--- src/rtl/imm_ext_stage.sv ---
// imm_ext_stage: immediate extension pipeline stage with a one-entry skid buffer.
//
// Extends an IN_W-bit immediate to OUT_W bits according to in_mode:
//   00 zero-extend, 01 sign-extend, 10 high placement (low bits zero), 11 reserved.
// Reserved modes produce out_imm = 0 with out_err = 1.
//
// Optional feature macro: IMM_EXT_HIGH_EN
//   defined   -> mode 10 places the immediate in the upper bits.
//   undefined -> mode 10 is treated as reserved, exactly like mode 11.
//
// Ports:
//   clk        sole clock, rising edge
//   rst        synchronous active-high reset
//   flush      synchronous discard of both held entries
//   in_valid   upstream offers an immediate
//   in_ready   stage can accept (depends only on registered skid state)
//   in_mode    extension mode
//   in_imm     raw immediate
//   out_valid  out_imm/out_err hold a result
//   out_ready  downstream consumes when out_valid is also high
//   out_imm    extended immediate
//   out_err    result came from an illegal mode

module imm_ext_stage #(
    parameter int unsigned IN_W  = 16,
    parameter int unsigned OUT_W = 32
) (
    input  logic             clk,
    input  logic             rst,
    input  logic             flush,
    input  logic             in_valid,
    output logic             in_ready,
    input  logic [1:0]       in_mode,
    input  logic [IN_W-1:0]  in_imm,
    output logic             out_valid,
    input  logic             out_ready,
    output logic [OUT_W-1:0] out_imm,
    output logic             out_err
);

`ifdef IMM_EXT_HIGH_EN
    localparam int unsigned PadW = OUT_W - IN_W;
`endif

    // Extension of the incoming immediate
    logic [OUT_W-1:0] ext_imm;
    logic             ext_err;

    always_comb begin
        ext_imm = '0;
        ext_err = 1'b0;
        case (in_mode)
            2'b00: ext_imm = OUT_W'(in_imm);
            2'b01: ext_imm = OUT_W'($signed(in_imm));
`ifdef IMM_EXT_HIGH_EN
            2'b10: ext_imm = OUT_W'(in_imm) << PadW;
`endif
            default: begin
                ext_imm = '0;
                ext_err = 1'b1;
            end
        endcase
    end

    // Output register and skid entry
    logic             out_valid_q, out_valid_d;
    logic [OUT_W-1:0] out_imm_q, out_imm_d;
    logic             out_err_q, out_err_d;
    logic             skid_valid_q, skid_valid_d;
    logic [OUT_W-1:0] skid_imm_q, skid_imm_d;
    logic             skid_err_q, skid_err_d;

    logic accept;
    logic drain;
    logic out_free;

    assign in_ready = ~skid_valid_q;
    assign accept   = in_valid & in_ready;
    assign drain    = out_valid_q & out_ready;
    assign out_free = ~out_valid_q | drain;

    always_comb begin
        out_valid_d  = out_valid_q;
        out_imm_d    = out_imm_q;
        out_err_d    = out_err_q;
        skid_valid_d = skid_valid_q;
        skid_imm_d   = skid_imm_q;
        skid_err_d   = skid_err_q;

        if (flush) begin
            out_valid_d  = 1'b0;
            skid_valid_d = 1'b0;
        end else if (out_free) begin
            // Skid holds the older entry; accept is impossible while it is valid
            if (skid_valid_q) begin
                out_valid_d  = 1'b1;
                out_imm_d    = skid_imm_q;
                out_err_d    = skid_err_q;
                skid_valid_d = 1'b0;
            end else if (accept) begin
                out_valid_d = 1'b1;
                out_imm_d   = ext_imm;
                out_err_d   = ext_err;
            end else begin
                out_valid_d = 1'b0;
            end
        end else if (accept) begin
            skid_valid_d = 1'b1;
            skid_imm_d   = ext_imm;
            skid_err_d   = ext_err;
        end
    end

    always_ff @(posedge clk) begin
        if (rst) begin
            out_valid_q  <= 1'b0;
            out_imm_q    <= '0;
            out_err_q    <= 1'b0;
            skid_valid_q <= 1'b0;
            skid_imm_q   <= '0;
            skid_err_q   <= 1'b0;
        end else begin
            out_valid_q  <= out_valid_d;
            out_imm_q    <= out_imm_d;
            out_err_q    <= out_err_d;
            skid_valid_q <= skid_valid_d;
            skid_imm_q   <= skid_imm_d;
            skid_err_q   <= skid_err_d;
        end
    end

    assign out_valid = out_valid_q;
    assign out_imm   = out_imm_q;
    assign out_err   = out_err_q;

endmodule

--- config.mk ---
export PLATFORM = sky130hd
export DESIGN_NAME = imm_ext_stage
export DESIGN_NICKNAME = d
export VERILOG_FILES = /design/src/rtl/imm_ext_stage.sv
export SDC_FILE = /design/constraint.sdc
export NUM_CORES = 1
export LEC_CHECK = 0
export ABC_AREA = 1
export CAP_MARGIN = 10
export CORE_MARGIN = 2
export CORE_UTILIZATION = 40
export CTS_CLUSTER_DIAMETER = 100
export DETAILED_ROUTE_END_ITERATION = 8
export PLACE_DENSITY_LB_ADDON = 0.3
export SETUP_SLACK_MARGIN = 0.3
export SLEW_MARGIN = 20
export SYNTH_ARGS = -nofsm -noshare
export SYNTH_HDL_FRONTEND = slang
export SYNTH_SLANG_ARGS = --single-unit
--- constraint.sdc ---
create_clock -name clk -period 2.6 [get_ports clk]
set_input_delay 0.39 -clock clk [delete_from_list [all_inputs] [get_ports clk]]
set_output_delay 0.39 -clock clk [all_outputs]
set_load 0.01 [all_outputs]
After elaboration in Yosys (flattened, before gate mapping)
Index checks and enable logic that the tools add are counted.
- register bits: 68
- input bits: 23
- output and inout port bits: 35
- word-level logic and storage cells: 29
- equal/unequal tests: 1
- muxes and demuxes: 8
- bitwise gates (word level): 7
- reductions and logical operators: 7
- operators by type and width (kind ; number):
    32-bit two-way mux ; 2
    32-bit one-hot mux with 2 select lines ; 1
    3-bit AND reduction ; 2
    1-bit two-way mux ; 5
    1-bit inverter ; 4
    2-bit OR reduction ; 2
    3-bit OR reduction ; 1
    1-bit AND ; 2
    2-bit by 1-bit equality test with 1-bit output (second input constant) ; 1
    2-bit zero test ; 1
    2-bit nonzero test ; 1
    1-bit OR ; 1

Depth between registers and ports, before layout
Gate-level depths: netlist of run 1.
- depth in word-level cells: 5
- mapped depth: 7
- depth with buffers taken out: 6

Worst setup path after synthesis of run 1
Ideal clock, no wire load.
- kind: input-to-reg
- from: input port out_ready
- to: register skid_imm_q[0]
- library setup time: 113 ps
- data arrival time: 1083 ps
- required time: 2487 ps
- slack: 1405 ps
- stages on the path: 7
- path buffers: 1
- path through: inv_1 > nand2_1 > nor2_1 > buf_4 > nand3_1 > nand2_1 > nor2_1
- cells in the longest elaborated chain, start to end: 4
- RTL lines (item ; RTL line ; RTL):
    start: declaration ; 36 ; input logic out_ready,
    1-bit AND ; 79 ; assign drain = out_valid_q & out_ready;
    1-bit OR ; 80 ; assign out_free = ~out_valid_q | drain;
    1-bit inverter (no source line) ; n/a ;
    3-bit AND reduction (no source line) ; n/a ;
    end signal: assignment ; 127 ; skid_imm_q <= skid_imm_d;
    end: declaration ; 70 ; logic [OUT_W-1:0] skid_imm_q, skid_imm_d;
Every way passes these cells.
A chain may end at the register's enable or synchronous reset.

==> results of run 1 <==
## metal layers
metal / share of wire, % / global-route usage [%]
met3: 4.1 / 3.70
met2: 46 / 26.0
met1: 49 / 22.3
met4: 0.81 / 7.47
met5: 0 / 0
## through the flow
| stage | instances | instance area [µm²] |
|---|---|---|
| 2_1_floorplan | 313 | 1960 |
| 6_report | 420 | 2530 |
| 3_3_place_gp | 412 | 2440 |
| 4_1_cts | 420 | 2530 |
| 5_1_grt | 420 | 2530 |
| 3_5_place_dp | 412 | 2440 |
## layout make-up
class	count	share of cell area (%)
inverter	35	5.19
multi-input combinational	212	34.3
clock inverter	2	0.494
tap	67	3.31
sequential	38	30.0
clock buffer	6	3.26
timing repair buffer	60	23.4
## cells in the final DEF (no fill, tap or decap)
master | Yosys | routed
buf_4 | 18 | 3
clkbuf_8 | 0 | 6
clkdlybuf4s50_1 | 0 | 57
clkinv_1 | 1 | 1
clkinv_2 | 0 | 1
clkinvlp_4 | 0 | 1
dfxtp_1 | 38 | 38
inv_1 | 31 | 31
inv_2 | 3 | 3
nand2_1 | 90 | 90
nand2_2 | 1 | 1
nand3_1 | 19 | 19
nand3_4 | 1 | 1
nand4_1 | 1 | 1
nor2_1 | 81 | 81
nor2_2 | 1 | 1
nor2_4 | 1 | 1
o21ai_0 | 16 | 16
o21ai_1 | 1 | 1
## worst paths after layout
kind | end | cells after the start
min reg2reg | skid_imm_q[6] | 2
min | skid_imm_q[6] | 2
max | out_imm[20] | 1
max reg2reg | skid_imm_q[2] | 6
## cell families after synthesis
logic type,count (synthesis),share of synthesized area [%]
and+or+nand+nor,195,40.1
buffers and inverters,63,16.6
AOI/OAI and AO/OA,17,4.35
DFF,38,38.9
## state kept, by name (all words and copies together), names as in the netlist
signal and flops:
out_err 1, out_valid 1, out_imm 17, skid_valid_q 1, skid_err_q 1, skid_imm_q 17
## power breakdown
| part | leakage (µW) | internal (µW) | switching [µW] |
|---|---|---|---|
| combinational | 0.000796 | 121 | 114 |
| sequential | 0.000310 | 606 | 14.8 |
| clock | 0.0000472 | 213 | 208 |
| total | 0.00115 | 940 | 336 |
## tightest hold or removal path: stages, from the launching register on
cell	delay (ns)
dfxtp_1	0.31
nor2_1	0.09
nor2_1	0.05
==> summary.md, run 1 <==
The quantity of I/O buffers inserted on ports is 57. The synthesized design spends more area on one cell type than any other, namely dfxtp_1. The critical path goes through clkdlybuf4s50_1.

The final number of setup-violating endpoints was 0. In the final design database the tool counted 375 nets. 58 I/O pins were placed. The growth of design area from synthesis to finish came out at 29.6%. For the final database, setup skew stands at 0.00366 ns. For this design the ratio of total power to cell area is 504 nW/µm². The run gives 0 as the total congestion overflow. The worst setup path is captured at a primary output. Setup total negative slack on the finished layout was measured at 0 ns. Of the cells placed in the final design, the portion with a size suffix greater than 1 is 5.10%. Clock-pin slew was measured on the worst setup and hold paths at 0.07 ns. Of all flip-flops after synthesis, the portion carrying an async set or reset was 0%. The startpoint identified for the worst register-to-register timing path is skid_valid_q.

In the post-synthesis netlist, the cell with the most instances is nand2_1. Across all hold checks on the routed design, the worst slack comes to 0.487 ns. No sink is reached through more buffers than the 2 on the longest clock path.

Path type of the worst min-delay path: reg -> reg. For the storage element area, the log shows 761 µm². Number of buffers and inverters on the critical path: 1. For the setup slack at placement, the log shows 0.576 ns. Sequential cells were found to cover 38.9% of the synthesized design area. For the synthesis warning total, the log shows 0.

Summed over all cells, the static leakage comes to 0.00115 µW. The mean area per synthesized cell is 6.25 µm², and the vertical extent of the die is 73.9 µm. The repair_antennas step left the layout with diodes totalling 0. For this block, the via count after detailed routing is 1836. The run gives 0 as the number of hold violations in the final report. The critical path starts at out_imm[30]. Derived from the worst setup path, the maximum achievable clock frequency is 524 MHz. The run gives 0.724 as the routability-driven placement congestion ratio.

Buffers added to address setup during post-CTS repair amount to 0. Dividing the final minimum period by the clock period gives 73.3%. The root cell of the clock tree is clkbuf_8.

The logs give 0 for the number of gates given a new drive strength after cts and 2.21 ns for the data required time of the critical path. The initial utilization of the core area, before any placement, comes to 41.4%. By count the netlist is led by nand2_1, nor2_1, dfxtp_1, inv_1, nand3_1. The total global-route track usage is 16.7%, and the number of fillers in the final layout is 513. For this run, the slowest stage of the critical path takes 0.63 ns. The flow ran to the end, and the final reports show no timing, DRC or antenna violations.

Total length of routed wires: 4210 µm. The endpoint arrival time on the critical path is 1.52 ns. The kind of start point of the critical path was a flop.

The tools report the first-pass GRT wire length as 7130 µm. The run gives 2910 µm as the detailed placer's ending HPWL. The tools report the internal reg-to-reg setup slack as 0.89 ns. The headroom to the max-slew limit is 64.6%. The largest fanout on the critical path was 17; the netlist area before placement was 1960 µm². The run gives 53.6% as the core occupancy in the finished layout. The largest individual stage delay along the critical path comes from the cell clkdlybuf4s50_1. In the post-synthesis netlist, the biggest area contributors are dfxtp_1, nand2_1, nor2_1, buf_4, inv_1. The number of levels the H-tree was split into was 2; the synthesis-stage register bit count was 38.

The die width is 73.9 µm. In this design, the largest share of critical-path delay is due to buffers and inverters. The minimum clock period after layout is 1.91 ns, and the number of hold buffers added after cts is 0. Number of design-rule violations left by the first detailed-router iteration: 91. The tools report the residual antenna-violating net count after detailed routing as 0. The run gives 0 as the number of antenna violations at the first check in global routing. Setup repair after global routing left no endpoint under its margin.

The tools report the clock sink total as 38. The worst setup margin is 0.693 ns, and the number of max-cap violations is 0. After floorplanning, the core was divided into 25 placement rows. In this run the most critical hold path is launched from skid_imm_q[6]. The multi-input combinational cell area came out at 870 µm². The design draws 1280 µW. The first detailed-routing pass took 4 iterations. The die covers 5460 µm². The number of distinct library cells after synthesis is 18. In the routed design, unresolved DRC markers number 0. The average via count per standard cell works out to 4.37.

The routed wirelength normalized by instance count works out to 10.0 µm. The most used flip-flop cell after synthesis is dfxtp_1. Counting flops with a built-in enable in the synthesized netlist gives 0. TritonCTS built the clock tree. The cell count after synthesis came out at 313.

The run gives 37 as the maximum number of pins on one net before global-route repair. The logs give 0.29 ns for the clock latency of the later-clocked register in the worst-skew pair and 0.202 mV for the maximum vdd ir drop. The total count of max-transition violations in the final report was 0; the number of global-route vias before repair was 1634.

The transition time at the pin with the least slew margin was 0.530 ns. The core footprint is 4720 µm². The logs give 336 for the total nets after synthesis and 5 for the number of buffers inserted during clock tree synthesis.

The share of synthesized area in the top cell type comes to 38.9%. Classification of the worst setup path: reg -> out.
(Power assumes the default switching activity.)
==> inputs of run 2 (changes only) <==
Clock period 2.6 ns to 2 ns, I/O delays scaled along.
==> summary.md, run 2 (synthesis results as in run 1) <==
The clock passes through at most 2 buffers. The number of levels the H-tree was split into is 2, and the minimum clock period after layout is 1.60 ns. Data on the critical path arrives at its endpoint at 1.30 ns.

Endpoint of the worst hold path: skid_imm_q[11]. In this run the worst path has a maximum fanout of 10. Detailed placement finished with a half-perimeter wire length of 2770 µm.

The logs give 37 for the maximum number of pins on one net before global-route repair and 0 for the number of antenna cells inserted. The floorplan step set the die height to 73.9 µm. After routing the design area is 2540 µm². The flow ran to the end, and the final reports show no timing, DRC or antenna violations. The worst register-to-register path begins at skid_valid_q.

The most common cell after layout, fill and taps aside is nand2_1. For the clock tree skew after final layout, the log shows 0.00292 ns. For the number of design-rule violations left by the first detailed-router iteration, the log shows 94. The worst setup path is captured at a primary output. For this run, the total global-route usage over all layers was measured as 16.0%.

Counting instances, the worst hold path has a depth of 2. Of the cells placed in the final design, the portion with a size suffix greater than 1 is 5.38%. The run gives 1 as the number of gates given a new drive strength after cts. Before antenna repair, the detailed router went through 4 iterations. TritonCTS built the clock tree. The number of hold violations in the final report was 0; the transition time at the pin with the least slew margin was 0.367 ns. Clock tree synthesis found a total of 38 sinks. The routability-driven placement congestion ratio is 0.759. The tree is rooted in a clkbuf_8. Path type of the worst min-delay path: reg -> reg. The top cell types in the final layout, fill and taps aside, are nand2_1, nor2_1, clkdlybuf4s50_1.

Once the floorplan was initialized, standard cells occupied 41.4% of the core. For the floorplan die area, the log shows 5460 µm². In this design, the stage delay of the slowest critical-path cell is 0.56 ns.

The startpoint identified for the worst hold timing path is skid_imm_q[11]. Dividing the detail-routed via count by the number of cells gives 4.22. For this run, design rule violations remaining after detail routing come to 0. The critical path goes through inv_2 -> clkdlybuf4s50_1. The number of placement rows was 25; the net total in the final layout was 377. The leakage component of the power is 0.00116 µW, and the maximum operating frequency is 624 MHz. In this run the remaining antenna-violating nets after routing total 0. The logs give 4010 µm for the total length of routed wires and 0.298 mV for the maximum vdd ir drop. The tools report the headroom to the max-slew limit as 75.4%. After layout, the worst path uses 80.1% of the clock period. Critical-path cell with the highest stage delay: clkdlybuf4s50_1. The run gives 0 as the final number of setup-violating endpoints.

The growth of design area from synthesis to finish is 29.9%, and the number of buffers inserted during clock tree synthesis is 5. The worst setup path is launched from a flop. The number of vias in the routed layout is 1771.

The layout has 477 filler cells. For this design the ratio of total power to cell area is 637 nW/µm². After detailed placement, the total cell area comes to 2450 µm². The total negative setup slack is 0 ns. The clock transition at the register clock pins on the worst setup and hold paths after CTS was 0.07 ns. The reg-to-reg endpoint was skid_imm_q[13].

STA puts the critical path data required time at 1.70 ns. The tools report the number of buffers added for setup after CTS as 0. The first global-routing pass estimated 6680 µm of wire. For the worst flop-to-flop path, the logic depth is 6.

Setup repair after global routing left no endpoint under its margin. The internal reg-to-reg setup slack was 0.70 ns. For the number of hold buffers added after cts, the log shows 0. In this run the tool buffered the top-level ports with 57 buffer cells.

For the total congestion overflow, the log shows 0. The die width is 73.9 µm, and the core footprint is 4720 µm². The routed wirelength normalized by instance count works out to 9.54 µm. The tools report the total count of max-transition violations in the final report as 0. The number of max-cap violations is 0.

The number of antenna violations at the first check in global routing was 0. The number of global-route vias before repair was 1474. 58 I/O pins were placed. The tools report the clock latency of the later-clocked register in the worst-skew pair as 0.28 ns. The classification of the worst setup path is reg -> out.
[run 2: cell types whose count changed in the layout (fill, tap and decap cells not counted)]
cell	before	now
buf_4	3	5
clkinv_2	1	0
clkinvlp_4	1	0
dfxtp_1	38	37
dfxtp_4	0	1
[run 2: critical path, delay by kind of cell (launching register included)]
family	cells	cell delay, ns
flops	1	0.32
buf+inv	2	0.70
[run 2: where the power goes]
group	switching (µW)	total (µW)	internal, µW
registers	19.3	808	788
logic	146	305	159
clock network	239	504	265
total	403	1620	1210
[run 2: how the worst max path moves through the flow]
stage                                to         start  slack [ns]
after floorplan           skid_imm_q[0]     out_valid        0.82
after global placement      out_imm[13]     out_ready        0.25
after detailed placement    out_imm[13]     out_ready        0.25
after CTS                   out_imm[31]   out_imm[30]        0.33
after global routing           in_ready  skid_valid_q        0.33
final                          in_ready  skid_valid_q        0.40
[run 2: cell type report]
type | count | area [µm²] | area share [%]
well taps | 67 | 83.8 | 3.30
multi-input cells | 212 | 870 | 34.2
inverters | 35 | 131 | 5.17
repair buffers | 62 | 608 | 23.9
clock buffers | 6 | 82.6 | 3.25
flip-flops and latches | 38 | 764 | 30.1
[run 2: stage by stage]
step / hold WS [ns] / instances / utilization, % / total power [µW] / worst slack [ns]
floorplan: 0.455 / 313 / - / 1000 / 0.819
finish: 0.485 / 420 / 53.8 / 1620 / 0.398
CTS: 0.486 / 420 / 53.7 / 1640 / 0.331
global placement: 0.462 / 414 / 51.9 / 1130 / 0.253
detailed placement: 0.473 / 414 / 51.9 / 1130 / 0.248
global route: 0.504 / 420 / 53.8 / 1710 / 0.327
[run 2: metal layers]
metal	up-vias	track usage, %	routed length [µm]
met4	0	5.45	34
met1	718	21.7	1990
li1	997	-	-
met3	2	4.94	219
met2	54	24.2	1760
met5	-	0	0
==> inputs of run 3 (changes only) <==
Clock period 2 ns to 1.6 ns, I/O delays scaled along.
==> summary.md, run 3 (synthesis results as in run 1) <==
The most common cell after layout, fill and taps aside is nand2_1. Once detailed placement completed, the half-perimeter wirelength came to 3000 µm. Measured in cells, the most critical reg-to-reg path has a length of 7. The final period utilization works out to 77.6%. The run finished with clean final reports. The die covers 5460 µm². The tools report the number of fillers in the final layout as 496.

The start point of the worst hold path is skid_imm_q[7]. The worst setup path is captured at a flop. For this run the aggregate overflow at the end of global routing stands at 0.

The data required time of the critical path was 1.82 ns; the number of buffers and inverters on the critical path was 2. Setup repair after global routing could not meet its margin everywhere. After detailed placement, the total cell area comes to 2500 µm². Dividing the detail-routed via count by the number of cells gives 4.38.

Of all nets on the critical path, the largest fanout is 29. The tools report the starting density of the core as 41.4%. Setup slack closes at 0.358 ns.

The kind of start point of the critical path is a flop. The share of cells above drive strength 1 works out to 7.30%. The tools report the internal reg-to-reg setup slack as 0.36 ns.

Walking the worst path, the cells encountered are buf_6 -> nor2_4 -> nand2_1 -> nor2_2 -> buf_12 -> nor2_1 -> nor2_1. Compared with the post-synthesis result, the final layout area differs by 31.5%. Post-CTS timing repair inserted 0 buffers for setup. For the setup slack at placement, the log shows 0.0325 ns. The tree is rooted in a clkbuf_8.

In this run the vertical extent of the chip is 73.9 µm. The floorplan step defined a core boundary enclosing 4720 µm². The library cells used most frequently in the layout, excluding fill and tap cells, are nand2_1, nor2_1, dfxtp_1. For the number of buffers inserted during clock tree synthesis, the log shows 5. Critical-path cell with the highest stage delay: dfxtp_2. The first TritonRoute pass finished after 4 iterations. Clock tree synthesis found a total of 38 sinks. Between clock sinks in the finished design, the worst skew comes to 0.00206 ns. Cells fill 54.4% of the core in the end. The total global-route track usage was 17.3%. The finished cells cover 2570 µm².

At the pin with the least slew margin, the transition time is 0.339 ns. The routed wirelength normalized by instance count came out at 10.3 µm. The worst stage delay on the critical path is 0.34 ns. The tool flagged a number of max-cap violations equal to 0. The worst register-to-register path begins at skid_valid_q. The first-pass GRT wire length is 7260 µm, and the power density over the cells is 786 nW/µm². Across the VDD grid, the largest voltage drop is 0.302 mV. Path type of the worst min-delay path: reg -> reg. The routability-driven placement congestion ratio is 0.759. The number of levels the H-tree was split into was 2. The tools report the total negative setup slack as 0 ns.

After clock tree synthesis, the flow added hold-fix buffers numbering 0. The net count of the finished layout is 380. Counting instances, the worst hold path has a depth of 2. Static timing analysis puts the maximum clock frequency at 805 MHz. The logs give 0 for the total count of max-transition violations in the final report and 2 for the maximum buffer depth of the clock tree. Endpoint of the worst hold path: skid_imm_q[7]. Reg-to-reg endpoint: skid_imm_q[14]. For the final number of setup-violating endpoints, the log shows 0. The headroom to the max-slew limit is 77.2%. TritonCTS built the clock tree.

The clock latency of the later-clocked register in the worst-skew pair was 0.28 ns; the number of placement rows was 25. The number of antenna violations at the first check in global routing is 0, and the number of global-route vias before repair is 1596. The total length of routed wires was 4370 µm. The count of nets left with antenna violations once routing finished came out at 0. For this design the top-level I/O count stands at 58. The routed layout has 1854 vias.

The tools report the endpoint arrival time on the critical path as 1.46 ns. The number of design-rule violations left by the first detailed-router iteration was 128. Counting stages on the worst path, the most repeated cell is nor2_1.

For the post-route DRC violation count, the log shows 0. Grouping stages by cell kind, the critical path spends the most delay in simple AND/OR/NAND/NOR gates. The number of antenna cells inserted was 0; the minimum clock period after layout was 1.24 ns.

The classification of the worst setup path is reg -> reg. The number of hold violations in the final report is 0, and the quantity of I/O buffers inserted on ports is 57. After clock tree synthesis, the clock-pin slew on the worst setup and hold paths is 0.07 ns. Entering global routing, the biggest net connects 36 pins.

The die width came out at 73.9 µm. The leakage component of the power is 0.00133 µW.
-- run 3: repair_timing --
| item | CTS | global route |
|---|---|---|
| setup endpoints to repair | 40 | 37 |
| resized for setup | 37 | 9 |
| hold endpoints to repair | 0 | 0 |
-- run 3: area by class of cell --
class / instances / area (µm²) / share of cell area [%]
repair buffers: 65 / 623 / 24.2
flip-flops and latches: 38 / 766 / 29.8
clock buffers: 6 / 82.6 / 3.21
well taps: 67 / 83.8 / 3.26
multi-input cells: 212 / 880 / 34.2
inverters: 35 / 136 / 5.30
-- run 3: metrics by stage --
| step | hold slack [ns] | total power [µW] | std cells |
|---|---|---|---|
| finish | 0.486 | 2020 | 423 |
| global route | 0.508 | 2130 | 423 |
| CTS | 0.486 | 2030 | 423 |
| detailed placement | 0.472 | 1430 | 417 |
| global placement | 0.462 | 1430 | 417 |
| floorplan | 0.402 | 1250 | 313 |
-- run 3: how the worst max path moves through the flow --
| stage | depth (start not counted) | endpoint | startpoint |
|---|---|---|---|
| floorplan | 6 | skid_imm_q[0] | out_valid |
| global placement | 7 | out_imm[9] | out_ready |
| detailed placement | 7 | out_imm[8] | out_ready |
| CTS | 1 | out_imm[18] | out_imm[30] |
| global route | 7 | skid_imm_q[6] | skid_valid_q |
| finish | 7 | skid_imm_q[14] | skid_valid_q |
-- run 3: worst register-to-register path, cell delays in order (launching register included) --
cell,delay (ns)
dfxtp_2,0.34
buf_6,0.18
nor2_4,0.15
nand2_1,0.08
nor2_2,0.13
buf_12,0.15
nor2_1,0.05
nor2_1,0.11
-- run 3: metal layers --
| metal | routed length, µm | vias to the layer above | part of all wire [%] | global-route usage (%) |
|---|---|---|---|---|
| li1 | - | 1007 | - | - |
| met1 | 2110 | 799 | 48 | 22.5 |
| met3 | 181 | 6 | 4.1 | 2.61 |
| met4 | 71 | 0 | 1.6 | 7.27 |
| met5 | 0 | - | 0 | 0 |
| met2 | 2010 | 42 | 46 | 28.6 |
-- run 3: report_power, final --
part | switching, µW | internal (µW)
Combinational | 191 | 172
Sequential | 22.2 | 985
Clock | 318 | 332
Total | 531 | 1490
